`src/rtl/sr_flag_arbiter_pkg.sv`:
```
// Shared types and constants for the SR flag arbiter.
// Holds the FSM state encoding and the default geometry.
package sr_flag_arbiter_pkg;

  typedef enum logic {
    IDLE  = 1'b0,
    APPLY = 1'b1
  } state_t;

  localparam int NREQ_DEF  = 4;
  localparam int WIDTH_DEF = 8;

  // Index width for a pointer over n requesters (at least one bit).
  function automatic int ptr_width(input int n);
    return (n > 1) ? $clog2(n) : 1;
  endfunction

endpackage

```
`src/rtl/sr_flag_bank.sv`:
```
// Bank of WIDTH clocked SR flags with a shared enable.
// S and R arrive mutually exclusive, so each bit only ever sets, clears or holds.
module sr_flag_bank #(
  parameter int WIDTH = 8
) (
  input  logic             clk,
  input  logic             rst,
  input  logic             en,
  input  logic [WIDTH-1:0] s,
  input  logic [WIDTH-1:0] r,
  output logic [WIDTH-1:0] q,
  output logic [WIDTH-1:0] q_bar
);

  always_ff @(posedge clk or posedge rst) begin
    if (rst) begin
      q <= '0;
    end else if (en) begin
      q <= (q | s) & ~r;
    end
  end

  assign q_bar = ~q;

endmodule

```
`src/rtl/sr_flag_arbiter.sv`:
```
// Round-robin arbiter applying one requester's set/clear masks to a shared flag bank.
// state | meaning
// IDLE  | waiting for a request; picks a winner from ptr when req != 0
// APPLY | winner granted, latched masks written to the flag bank this cycle
module sr_flag_arbiter
  import sr_flag_arbiter_pkg::*;
#(
  parameter int NREQ  = NREQ_DEF,
  parameter int WIDTH = WIDTH_DEF
) (
  input  logic                  clk,
  input  logic                  rst,
  input  logic [NREQ-1:0]       req,
  input  logic [NREQ*WIDTH-1:0] set_mask,
  input  logic [NREQ*WIDTH-1:0] clr_mask,
  output logic [NREQ-1:0]       gnt,
  output logic                  done,
  output logic                  err,
  output logic [WIDTH-1:0]      flags,
  output logic [WIDTH-1:0]      flags_bar
);

  localparam int PW = ptr_width(NREQ);

  state_t           state_q, state_d;
  logic [PW-1:0]    ptr_q, win_q, win_d, idx;
  logic             found;
  logic [WIDTH-1:0] set_q, clr_q;
  logic             apply;

  // Round-robin search starting at ptr.
  always_comb begin
    win_d = ptr_q;
    found = 1'b0;
    idx   = '0;
    for (int k = 0; k < NREQ; k++) begin
      idx = PW'((int'(ptr_q) + k) % NREQ);
      if (!found && req[idx]) begin
        found = 1'b1;
        win_d = idx;
      end
    end
  end

  always_comb begin
    state_d = state_q;
    case (state_q)
      IDLE:    if (|req) state_d = APPLY;
      APPLY:   state_d = IDLE;
      default: state_d = IDLE;
    endcase
  end

  always_ff @(posedge clk or posedge rst) begin
    if (rst) begin
      state_q <= IDLE;
    end else begin
      state_q <= state_d;
    end
  end

  always_ff @(posedge clk or posedge rst) begin
    if (rst) begin
      ptr_q <= '0;
      win_q <= '0;
      gnt   <= '0;
      set_q <= '0;
      clr_q <= '0;
    end else begin
      case (state_q)
        IDLE: begin
          if (|req) begin
            win_q <= win_d;
            gnt   <= NREQ'(1) << win_d;
            set_q <= set_mask[win_d*WIDTH +: WIDTH];
            clr_q <= clr_mask[win_d*WIDTH +: WIDTH];
          end
        end
        APPLY: begin
          gnt   <= '0;
          ptr_q <= (int'(win_q) == NREQ - 1) ? '0 : win_q + 1'b1;
        end
        default: gnt <= '0;
      endcase
    end
  end

  assign apply = (state_q == APPLY);
  assign done  = apply;
  assign err   = apply & (|(set_q & clr_q));

  // Conflicting bits are stripped from both S and R so they simply hold.
  sr_flag_bank #(
    .WIDTH(WIDTH)
  ) u_bank (
    .clk  (clk),
    .rst  (rst),
    .en   (apply),
    .s    (set_q & ~clr_q & {WIDTH{apply}}),
    .r    (clr_q & ~set_q & {WIDTH{apply}}),
    .q    (flags),
    .q_bar(flags_bar)
  );

endmodule

```
`config.mk`:
```
export PLATFORM = sky130hd
export DESIGN_NAME = sr_flag_arbiter
export DESIGN_NICKNAME = d
export VERILOG_FILES = /design/src/rtl/sr_flag_arbiter_pkg.sv /design/src/rtl/sr_flag_bank.sv /design/src/rtl/sr_flag_arbiter.sv
export SDC_FILE = /design/constraint.sdc
export NUM_CORES = 1
export LEC_CHECK = 0
export BUFFER_PORTS_ARGS = -buffer_cell sky130_fd_sc_hd__buf_2
export CAP_MARGIN = 10
export CORE_MARGIN = 4
export CORE_UTILIZATION = 42
export CTS_CLUSTER_DIAMETER = 50
export CTS_CLUSTER_SIZE = 14
export DETAILED_ROUTE_END_ITERATION = 8
export PLACE_DENSITY = 0.82
export SYNTH_ARGS = -nofsm -noshare
export SYNTH_HDL_FRONTEND = slang
export SYNTH_SLANG_ARGS = --single-unit
```
`constraint.sdc`:
```
create_clock -name clk -period 2.5 [get_ports clk]
set_clock_uncertainty 0.05 [all_clocks]
set_input_delay 0.625 -clock clk [delete_from_list [all_inputs] [get_ports clk]]
set_output_delay 0.625 -clock clk [all_outputs]
set_load 0.02 [all_outputs]
```
==> results by group <==
Synthesis
  – Largest area contributor in the netlist: dfrtp_1
  – Synthesized cell area: 0.00215 mm^2
  – Synth warn: 0
  – Post-synthesis sequential area ratio: 38.4%
  – Area contributors post-synth: dfrtp_1, a221o_1, o22a_1, a21oi_1, o31ai_1
  – Number of enable flip-flop cells after synthesis: 0
  – Cells after Synth: 229
  – Synth Flop Type: dfrtp_1
  – Synthesized net count: 300
  – Avg Cell Area, Syn: 9.38 um^2
  – Distinct cell type count after synthesis: 45
  – #FFs+latches synth: 33
  – Ys async rst share: 100%
  – Yosys top cell area share: 38.4%

Clock network
  – Clk sinks: 33
  – Total CTS buffers: 5
  – PostCTS Resize Cnt: 0
  – Skew-Pair Late Insertion Delay: 0.29 ns
  – # Post-CTS Setup Buffers: 0
  – Clock Pin Slew Worst Setup and Hold Paths: 0.07 ns
  – Hold Buf Count CTS: 0
  – Root buffer cell: clkbuf_8
  – CTS tree: built
  – Htree depth: 2
  – CTS Buffer Depth: 2

Place
  – PortBufs: 91
  – Place WS: 0.0961 ns
  – DP Wirelength: 4850 um
  – Inst Count DP: 373
  – Dpl cell area: 0.00262 mm^2
  – Routability cong.: 0.927

Timing
  – Worst-Margin Slew: 0.949 ns
  – Fin crit share: 88.3%
  – Final setup vio count: 0
  – Relative slew slack: 36.4%
  – Slew Viols, Final: 0
  – Hold Vio Cnt, Final: 0
  – F_max: 0.453 GHz
  – Post-layout minimum cycle time: 2.21 ns
  – Final setup margin: 0.292 ns
  – RSZ-0062 raised after global routing: false
  – Setup TNS Final: 0 ns
  – Hold Slack: 0.357 ns

GRT
  – Largest net degree at the start of global routing: 34
  – Total GRT Usage: 21.2%
  – First-pass GRT wire length: 10300 um
  – Overflow left after global routing: 0
  – Vias in the first global route: 2066
  – Antenna violations before repair: 0

Worst setup path
  – Crit-path max FO: 17
  – Slowest stage cell, crit path: nor3_2
  – Crit-path cells: nor3b_1 > nor3_2 > o31ai_1 > a21oi_1 > o22a_1
  – Setup crit start kind: flop
  – CP endpoint kind: flop
  – CP arrival: 2.39 ns
  – Required @ worst endpoint: 2.69 ns
  – Worst path max stage delay: 0.72 ns
  – Setup CP Type: reg2reg
  – Cells on worst reg2reg path: 5
  – R2r startpoint: ptr_q[0]
  – R2R Setup Slk: 0.29 ns
  – R2R Path End: set_q[0]

Layout
  – Design Area, Final: 0.00270 mm^2
  – Antenna Cells: 0
  – Non-filler instance count after layout: 381
  – Share of layout cells above drive strength 1: 37.9%
  – Nets: 384
  – Most frequent cells in the layout: buf_2, dfrtp_1, a21oi_1, o21ai_0, o31ai_1
  – Final Util: 55.6%
  – Most common cell after layout, fill and taps aside: buf_2
  – P&R area growth vs syn: 25.6%

Route
  – Via density: 6.02
  – Detail Route Antenna Nets: 0
  – Routed WL per cell: 17.5 um
  – Drt pass-1 iters: 5
  – Post-route DRC: 0
  – Routed WL: 6670 um
  – Drt initial violations: 191
  – Vias: 2294

Power and ir drop
  – Pleak: 1.28 nW
  – Worst VDD drop: 0.386 mV
  – Pwr per Cell Area: 1080 mW/mm^2
  – Pwr Total: 2.92 mW

Floorplan
  – Row cnt: 25
  – I/O pin count: 92
  – Initial Utilization: 44.3%
  – Die H: 79.5 um
  – Die ar.: 0.00632 mm^2
  – Die Wd: 79.5 um
  – Core footprint: 0.00485 mm^2

Outcome
  – Status: complete, no violations

Worst hold path
  – Hold Path Class: in2async

Flow run
  – Max Cap Violations: 0
==> registers in the layout, indices dropped and copies added (netlist names) <==
name	count
u_bank.q	8
set_q	8
ptr_q	2
gnt	4
clr_q	8
done	1
win_q	2
==> final cells by class <==
class,instances,area [um^2]
fillers,452,2150
multi-input cells,162,1140
flip-flops and latches,33,826
repair buffers,100,523
well taps,67,83.8
clock buffers,6,72.6
inverters,11,41.3
clock inverters,2,10.0
==> layer usage <==
metal | GRT usage, % | vias up | share of wire [%]
met5 | 0 | - | 0
met4 | 9.97 | 0 | 3.1
met3 | 4.40 | 18 | 12
met2 | 30.1 | 154 | 42
met1 | 30.4 | 1052 | 43
li1 | - | 1070 | -
==> kinds of logic after synthesis <==
kind of cell | after synthesis | synth area share, %
adder cells (fa/ha/maj) | 1 | 0.582
multiplexers | 1 | 0.524
buffers and inverters | 34 | 8.44
flip-flops | 33 | 38.4
AO/OA/AOI/OAI | 115 | 39.5
AND/OR/NAND/NOR | 45 | 12.5
==> cell usage after synthesis (3+ instances only) <==
cell type,n
nor3b_1,3
o31ai_1,17
buf_4,3
a21oi_1,26
buf_6,4
nor2_1,6
o21ai_0,19
clkbuf_1,6
dfrtp_1,33
a221o_1,16
buf_2,10
nand4_1,16
o22a_1,16
a22oi_1,4
nand2_1,7
inv_1,10
==> worst max-delay path: cells and delay by family, from the launching register on <==
family,cells,cell delay [ns]
AO/OA/AOI/OAI,3,0.69
flip-flops,1,0.48
AND/OR/NAND/NOR,2,0.92
==> worst max-delay path by stage <==
stage	from	slack (ns)	to	cells past startpoint
after floorplan	req[2]	0.50	clr_q[0]	8
after global placement	req[0]	0.09	set_q[0]	6
after detailed placement	req[0]	0.1	set_q[0]	6
after CTS	ptr_q[0]	0.35	set_q[0]	5
after global routing	ptr_q[0]	0.10	set_q[0]	5
final	ptr_q[0]	0.29	set_q[0]	5
==> power breakdown <==
group          internal, mW  leakage [nW]  switching, mW  total, mW
Combinational         0.640         0.854          0.849       1.49
Clock                 0.193        0.0450          0.201      0.394
Sequential            0.776         0.378          0.263       1.04
Power figures use the tool's default switching activity.
